File: src/rtl/uart_pkg.sv
// Shared UART definitions: line levels, receiver states and the parity rule
// used by both the transmitter and the receiver.
package uart_pkg;

    localparam int MAX_DATA_W = 8;

    localparam logic IDLE_LEVEL  = 1'b1;
    localparam logic START_LEVEL = 1'b0;
    localparam logic STOP_LEVEL  = 1'b1;

    typedef enum logic [2:0] {
        IDLE,
        DATA,
        PARITY,
        STOP,
        BREAK
    } rx_state_e;

    // Lengths of 0 or above the maximum fall back to a full-width word.
    function automatic logic [3:0] eff_len(input logic [3:0] length);
        return (length == 4'd0 || length > 4'd8) ? 4'd8 : length;
    endfunction

    // Parity is only defined for 5..8 bit words; other lengths send a fixed 0.
    function automatic logic parity_bit(input logic [MAX_DATA_W-1:0] data,
                                        input logic [3:0]            length,
                                        input logic                  parity_type);
        logic acc;
        acc = 1'b0;
        if (length < 4'd5 || length > 4'd8) return 1'b0;
        for (int i = 0; i < MAX_DATA_W; i++) begin
            if (i < int'(length)) acc ^= data[i];
        end
        return parity_type ? acc : ~acc;
    endfunction

endpackage

File: src/rtl/uart_rx.sv
// UART receiver: one line bit per clock, frame decode FSM and a valid/ready
// holding register carrying parity, framing and overrun status.
//
//  state  | meaning
//  IDLE   | line idle, waiting for a start bit
//  DATA   | shifting in Leff data bits, LSB first
//  PARITY | sampling the parity bit and comparing against the expected value
//  STOP   | sampling the stop bit; the frame completes on this edge
//  BREAK  | stop bit was low; wait for the line to return high
module uart_rx
    import uart_pkg::*;
#(
    parameter int DATA_W = 8
) (
    input  logic              rx_clk,
    input  logic              rst,
    input  logic              rx,
    input  logic [3:0]        length,
    input  logic              parity_en,
    input  logic              parity_type,
    input  logic              rx_ready,
    output logic [DATA_W-1:0] rx_data,
    output logic              rx_valid,
    output logic              rx_done,
    output logic              rx_err,
    output logic              frame_err,
    output logic              rx_overrun
);

    rx_state_e         state_q, state_d;
    logic [3:0]        cnt_q, cnt_d;
    logic [DATA_W-1:0] shift_q, shift_d;
    logic [3:0]        len_q, len_d;
    logic              pen_q, pen_d;
    logic              ptype_q, ptype_d;
    logic              par_err_q, par_err_d;
    logic [DATA_W-1:0] data_q, data_d;
    logic              valid_q, valid_d;
    logic              done_q, done_d;
    logic              err_q, err_d;
    logic              ferr_q, ferr_d;
    logic              ovr_q, ovr_d;
    logic              complete;

    always_comb begin
        state_d   = state_q;
        cnt_d     = cnt_q;
        shift_d   = shift_q;
        len_d     = len_q;
        pen_d     = pen_q;
        ptype_d   = ptype_q;
        par_err_d = par_err_q;
        data_d    = data_q;
        valid_d   = valid_q;
        err_d     = err_q;
        ferr_d    = ferr_q;
        done_d    = 1'b0;
        ovr_d     = 1'b0;
        complete  = 1'b0;

        case (state_q)
            IDLE: begin
                if (rx == START_LEVEL) begin
                    state_d   = DATA;
                    cnt_d     = 4'd0;
                    shift_d   = '0;
                    par_err_d = 1'b0;
                    len_d     = length;
                    pen_d     = parity_en;
                    ptype_d   = parity_type;
                end
            end
            DATA: begin
                shift_d = shift_q | (DATA_W'(rx) << cnt_q);
                cnt_d   = cnt_q + 4'd1;
                if (cnt_q + 4'd1 == eff_len(len_q)) begin
                    state_d = pen_q ? PARITY : STOP;
                end
            end
            PARITY: begin
                par_err_d = (rx != parity_bit(MAX_DATA_W'(shift_q), len_q, ptype_q));
                state_d   = STOP;
            end
            STOP: begin
                complete = 1'b1;
                state_d  = (rx == STOP_LEVEL) ? IDLE : BREAK;
            end
            BREAK: begin
                if (rx == IDLE_LEVEL) state_d = IDLE;
            end
            default: state_d = IDLE;
        endcase

        // A completing frame takes priority over a plain consume at the same edge.
        if (valid_q && rx_ready) valid_d = 1'b0;
        if (complete) begin
            done_d = 1'b1;
            if (!valid_q || rx_ready) begin
                data_d  = shift_q;
                err_d   = par_err_q;
                ferr_d  = (rx != STOP_LEVEL);
                valid_d = 1'b1;
            end else begin
                ovr_d = 1'b1;
            end
        end
    end

    always_ff @(posedge rx_clk) begin
        if (!rst) begin
            state_q   <= IDLE;
            cnt_q     <= '0;
            shift_q   <= '0;
            len_q     <= '0;
            pen_q     <= 1'b0;
            ptype_q   <= 1'b0;
            par_err_q <= 1'b0;
            data_q    <= '0;
            valid_q   <= 1'b0;
            done_q    <= 1'b0;
            err_q     <= 1'b0;
            ferr_q    <= 1'b0;
            ovr_q     <= 1'b0;
        end else begin
            state_q   <= state_d;
            cnt_q     <= cnt_d;
            shift_q   <= shift_d;
            len_q     <= len_d;
            pen_q     <= pen_d;
            ptype_q   <= ptype_d;
            par_err_q <= par_err_d;
            data_q    <= data_d;
            valid_q   <= valid_d;
            done_q    <= done_d;
            err_q     <= err_d;
            ferr_q    <= ferr_d;
            ovr_q     <= ovr_d;
        end
    end

    assign rx_data    = data_q;
    assign rx_valid   = valid_q;
    assign rx_done    = done_q;
    assign rx_err     = err_q;
    assign frame_err  = ferr_q;
    assign rx_overrun = ovr_q;

endmodule

File: config.mk
export PLATFORM = sky130hd
export DESIGN_NAME = uart_rx
export DESIGN_NICKNAME = d
export VERILOG_FILES = /design/src/rtl/uart_pkg.sv /design/src/rtl/uart_rx.sv
export SDC_FILE = /design/constraint.sdc
export NUM_CORES = 1
export LEC_CHECK = 0
export ABC_AREA = 0
export BUFFER_PORTS_ARGS = -buffer_cell sky130_fd_sc_hd__buf_2
export CAP_MARGIN = 40
export CORE_MARGIN = 2
export CORE_UTILIZATION = 55
export CTS_CLUSTER_DIAMETER = 200
export DETAILED_ROUTE_END_ITERATION = 8
export PLACE_DENSITY = 0.88
export RECOVER_POWER = 25
export SETUP_SLACK_MARGIN = 0.4
export SLEW_MARGIN = 20
export SYNTH_ARGS = -nofsm -noshare
export SYNTH_HDL_FRONTEND = slang
export SYNTH_SLANG_ARGS = --single-unit
File: constraint.sdc
create_clock -name rx_clk -period 1.8 [get_ports rx_clk]
set_input_delay 0.09 -clock rx_clk [delete_from_list [all_inputs] [get_ports rx_clk]]
set_output_delay 0.09 -clock rx_clk [all_outputs]
set_load 0.02 [all_outputs]
==> results of run 1 <==
## area by class of cell
type,instances,area [sq um],area share (%)
multi-input cells,142,1010,47.8
flip-flops and latches,35,726,34.4
repair buffers,40,254,12.0
clock buffers,7,65.1,3.08
well taps,33,41.3,1.96
clock inverters,1,7.51,0.356
inverters,2,7.51,0.356
## layout by cell type (no fill, tap or decap), types with 3 or more instances in the layout
| cell type | instances |
|---|---|
| a21boi_1 | 7 |
| a21oi_1 | 7 |
| a22oi_1 | 4 |
| a32oi_1 | 4 |
| and2_1 | 3 |
| buf_2 | 11 |
| buf_4 | 10 |
| clkbuf_1 | 11 |
| clkbuf_4 | 5 |
| dfxtp_1 | 25 |
| dfxtp_2 | 5 |
| dfxtp_4 | 5 |
| dlygate4sd3_1 | 6 |
| mux2i_1 | 12 |
| nand2_1 | 22 |
| nor2_1 | 9 |
| nor2_2 | 3 |
| nor2b_1 | 21 |
| nor3_1 | 5 |
| o21ai_0 | 4 |
| xnor2_1 | 10 |
## kinds of logic (layout without fill, tap and decap cells)
family,after synthesis,after routing,share of synthesized area (%)
AO/OA/AOI/OAI,35,35,14.1
XOR/XNOR,13,13,7.08
adder cells (fa/ha/maj),1,1,0.729
buffers and inverters,15,50,4.52
flip-flops,35,35,40.8
multiplexers,12,12,7.00
AND/OR/NAND/NOR,81,81,25.7
## per-layer routing
layer	track usage (%)	routed length (microns)	vias to the layer above
met5	0	0	-
met4	8.57	76	0
met3	8.01	214	10
met2	37.0	1760	37
met1	24.7	1640	697
li1	-	-	728
## timing repair
action                                  4_1_cts  5_1_grt
resized for setup                            12       20
endpoints found under the setup margin       18       31
gates cloned                                  0        1
endpoints found under the hold margin         6        0
hold buffers                                  6        0
setup buffers                                 3        4
pin swaps                                     5       10
## worst max path at each step
| stage | slack, ns | to | cells past startpoint | startpoint |
|---|---|---|---|---|
| 4_1_cts | 0.29 | state_q[0] | 7 | cnt_q[1] |
| 3_5_place_dp | 0.21 | par_err_q | 6 | len_q[3] |
| 3_3_place_gp | 0.24 | par_err_q | 6 | len_q[3] |
| 6_report | 0.29 | state_q[0] | 7 | cnt_q[1] |
| 5_1_grt | 0.19 | state_q[0] | 6 | len_q[2] |
| 2_1_floorplan | 0.35 | par_err_q | 7 | len_q[2] |
## through the flow
step	utilization [%]	power [uW]	hold slack (ns)	std cells
2_1_floorplan	-	1180	0.217	192
3_5_place_dp	61.5	1260	0.337	238
4_1_cts	67.9	1770	0.0179	255
3_3_place_gp	61.5	1250	0.323	238
5_1_grt	70.3	1940	0.0316	260
6_report	70.3	1830	0.0294	260
## where the power goes
| part | internal [uW] | switching (uW) |
|---|---|---|
| registers | 820 | 61.8 |
| clock network | 228 | 269 |
| logic | 212 | 237 |
| total | 1260 | 568 |
## flip-flops by register name, indices dropped and copies added (netlist names)
register    flops
cnt_q           4
rx_overrun      1
rx_done         1
ptype_q         1
pen_q           1
state_q         3
frame_err       1
rx_err          1
rx_valid        1
len_q           4
rx_data         8
shift_q         8
par_err_q       1
## worst min-delay path, stage by stage
cell and delay [ns]:
buf_2 0.07, nand2b_1 0.13, nor2b_1 0.05
==> reports/results.ini, run 1 <==
[timing]
hold_viol = 0
rsz0062_at_grt = true
tightest_slew_ns = 0.497
finalSetupViolations = 0
fin_crit_ns = 1.51
drv_slew = 0
fin_worst_skew_ns = 0.00626
fmax_ghz = 0.663
tns_ns = 0
max_slew_margin_pct = 66.9
fin_crit_sh_pct = 83.8
setup_slack_ns = 0.291

[detailed_routing]
post-route-drc-count = 0
drtIter0Drc = 75
vias = 1472
avgRoutedWirePerCell_microns = 14.2
postRouteAntennaNets = 0
first_pass_iters = 4
via_per_inst = 5.66
wirelength_microns = 3690

[power]
p_per_area_nw_per_um2 = 866
vdd_ir_drop_max_uv = 480
p_leak_uw = 0.000756

[critical_path]
r2r_cells = 7
reg2reg_slack_ns = 0.29
crit_required_ns = 2.10
arrival_ns = 1.80
r2r_end = state_q[0]
cp_top_family = compound AO/OA/AOI/OAI gates
cp-start-kind = flop
crit_buf_inv = 0
worstPathMaxFanout = 3
rr_startpoint = cnt_q[1]
crit_chain = ha_4 > xnor2_4 > xnor2_1 > o32ai_1 > a32o_2 > a31oi_2 > o21a_1
critical_path_class = flop to flop
slowest_delay_ns = 0.36
endpoint_kind = flop
slowest_stage = dfxtp_4

[floorplan]
die_w_microns = 59.8
row_count = 20
ios = 23
chipHeight_microns = 59.8
initial_core_util_pct = 57.1
dieArea_sq_um = 3580
core_area_sq_um = 3000

[cts]
htree_levels = 2
cts_buffers = 5
clk_pin_slew_ns = 0.11
max-clock-path-buffers = 2
worstSkewPairLatency_ns = 0.35
cts-root-buf = clkbuf_4
clock_sinks = 35
cts_tree = done

[logic_synthesis]
yosys_warnings = 0
synth_area_leaders = dfxtp_1, nor2b_1, mux2i_1, nand2_1, xnor2_1
ys_seq_elements = 35
synthArstFlopShare_pct = 0
synth.most_common_cell = dfxtp_1
netlist.top_cell.by_area = dfxtp_1
synthCells = 192
syn_nets = 203
synth-edff-count = 0
seq_area_frac_synth_pct = 40.8
synth_top_area_share_pct = 40.8
ys_types = 41
synth.avg_cell_area_sq_um = 8.93
synth_area_sq_um = 1720
synth_ff_type = dfxtp_1
synth_commonest_cells = dfxtp_1, nand2_1, nor2b_1, mux2i_1, nor2_1

[placement]
dp_hpwl_microns = 2280
place_area_sq_um = 1850
portBuffers = 22
place_ws_ns = 0.213
routabilityCongestion = 0.836

[layout]
synthToLayoutAreaGrowth_pct = 23.0
final_area_sq_um = 2110
drive_gt1_share_pct = 25.6
num-fill-cells = 242
num_antenna_cells = 0
fin_nets = 237

[grt]
grt_usage_pct = 21.8
grt_max_degree = 37
grt_pass1_vias = 1326
grt_overflow = 0
grt_antenna_before_repair = 0
grt_pass1_wl_microns = 5750

[min_path]
min_from = rx_ready
worstHoldEndpoint = rx_overrun
hold_class = input pin to flop
worstHoldPathCells = 3

[flow_run]
max_cap_viol_count = 0

[outcome]
status = finished, final reports clean

(Power assumes the default switching activity.)
==> inputs of run 2 (changes only) <==
==> constraint.sdc (replaced) <==
create_clock -name rx_clk -period 1.55 [get_ports rx_clk]
set_input_delay 0.0775 -clock rx_clk [delete_from_list [all_inputs] [get_ports rx_clk]]
set_output_delay 0.0775 -clock rx_clk [all_outputs]
set_load 0.02 [all_outputs]
==> reports/results.ini, run 2 (synthesis results as in run 1) <==
[outcome]
status = complete, but fails checks
violations = negative setup slack

[cts]
max-clock-path-buffers = 2
worstSkewPairLatency_ns = 0.35
cts_tree = done
cts_buffers = 5
clock_sinks = 35
htree_levels = 2
cts-root-buf = clkbuf_4
clk_pin_slew_ns = 0.11

[detailed_routing]
post-route-drc-count = 0
vias = 1651
avgRoutedWirePerCell_microns = 18.0
wirelength_microns = 4980
via_per_inst = 5.96
postRouteAntennaNets = 0
first_pass_iters = 4
drtIter0Drc = 63

[grt]
grt_pass1_vias = 1501
grt_overflow = 0
grt_antenna_before_repair = 0
grt_max_degree = 23
grt_pass1_wl_microns = 6950
grt_usage_pct = 26.5

[flow_run]
max_cap_viol_count = 0

[placement]
routabilityCongestion = 0.782
dp_hpwl_microns = 2460
dp_cells = 244
place_ws_ns = -0.00521
portBuffers = 22

[power]
switchingPower_uw = 814
clkPwrFrac_pct = 30.8
p_int_uw = 1860
p_per_area_nw_per_um2 = 1080
seq_power_share_pct = 38.6
vdd_ir_drop_max_uv = 715
p_leak_uw = 0.000918
switching_share_pct = 30.4
pwr-share-comb_pct = 30.6

[timing]
rsz0062_at_grt = true
finalSetupViolations = 2
hold_viol = 0
fin_crit_sh_pct = 102
drv_slew = 0
tightest_slew_ns = 0.515
max_slew_margin_pct = 65.6
setup_slack_ns = -0.0351
fin_crit_ns = 1.59
fmax_ghz = 0.631
fin_worst_skew_ns = 0.00530

[layout]
layout.cells.non_filler = 277
num_antenna_cells = 0
layout_common_cells = dfxtp_1, nor2b_1, buf_4
fin_nets = 254
final_common_cell = dfxtp_1
num-fill-cells = 167
synthToLayoutAreaGrowth_pct = 44.1
drive_gt1_share_pct = 40.2

[floorplan]
chipHeight_microns = 59.8
initial_core_util_pct = 57.1
core_area_sq_um = 3000
row_count = 20
die_w_microns = 59.8
dieArea_sq_um = 3580
ios = 23

[critical_path]
critical_path_class = flop to flop
r2r_cells = 6
endpoint_kind = flop
arrival_ns = 1.83
worstPathMaxFanout = 6
crit_required_ns = 1.80
cp-start-kind = flop

[min_path]
hold_class = input pin to flop
worstHoldPathCells = 2

-- run 2: cell count changes in the layout (fill, tap and decap cells not counted), moves of 3 or more --
cell,delta
buf_4,+8
nand2_1,-8
buf_6,+7
nand2_2,+5
a22oi_1,-4
a22oi_2,+4
nor2_4,+4
nand2_4,+3
nor3_1,-3
-- run 2: power by group through the flow --
stage	combinational, uW	sequential (uW)	clock [uW]
2_1_floorplan	388	1020	0
3_3_place_gp	451	1040	0
5_1_grt	863	1040	866
6_report	820	1030	824
3_5_place_dp	463	1040	0
4_1_cts	619	1020	825
-- run 2: path summary, 6_finish.rpt --
path                      to     start  slack, ns
setup reg to reg   par_err_q  len_q[2]      -0.04
setup / recovery   par_err_q  len_q[2]      -0.04
hold / removal    state_q[0]       rst       0.09
hold reg to reg        pen_q     pen_q       0.48
-- run 2: worst max-delay path, stage by stage (launching register included) --
cell,delay (ns)
dfxtp_4,0.39
nor3_4,0.18
mux2i_1,0.27
xnor2_1,0.16
xnor2_1,0.18
mux2i_1,0.22
nand2_1,0.08
-- run 2: repair_timing --
item,CTS,global route
hold endpoints to repair,6,0
hold buffers,6,0
gates cloned,1,0
endpoints found under the setup margin,31,31
buffers inserted,8,10
resized for setup,31,31
pin swaps,14,16
-- run 2: cell type report --
| type | instances | area [sq um] | share of cell area [%] |
|---|---|---|---|
| timing repair buffer | 56 | 414 | 16.8 |
| tap | 33 | 41.3 | 1.67 |
| clock buffer | 6 | 41.3 | 1.67 |
| multi-input combinational | 143 | 1180 | 47.7 |
| inverter | 2 | 7.51 | 0.304 |
| sequential | 35 | 727 | 29.4 |
| clock inverter | 2 | 60.1 | 2.43 |
-- run 2: metrics by stage --
step | setup TNS [ns] | utilization (%) | cell area, sq um | hold slack [ns] | total power (uW)
3_3_place_gp | 0 | 64.1 | 1920 | 0.315 | 1490
6_report | -0.0511 | 82.3 | 2470 | 0.0876 | 2680
2_1_floorplan | 0 | - | 1790 | 0.205 | 1410
5_1_grt | -0.236 | 82.3 | 2470 | 0.0765 | 2770
4_1_cts | 0 | 75.8 | 2270 | 0.0541 | 2470
3_5_place_dp | -0.00521 | 64.1 | 1920 | 0.318 | 1510
-- run 2: layer usage --
layer | GRT usage [%] | vias up | routed length, microns
met5 | 0 | - | 0
met4 | 13.7 | 0 | 169
met3 | 6.71 | 20 | 287
met2 | 44.4 | 71 | 2600
met1 | 31.0 | 798 | 1920
li1 | - | 762 | -
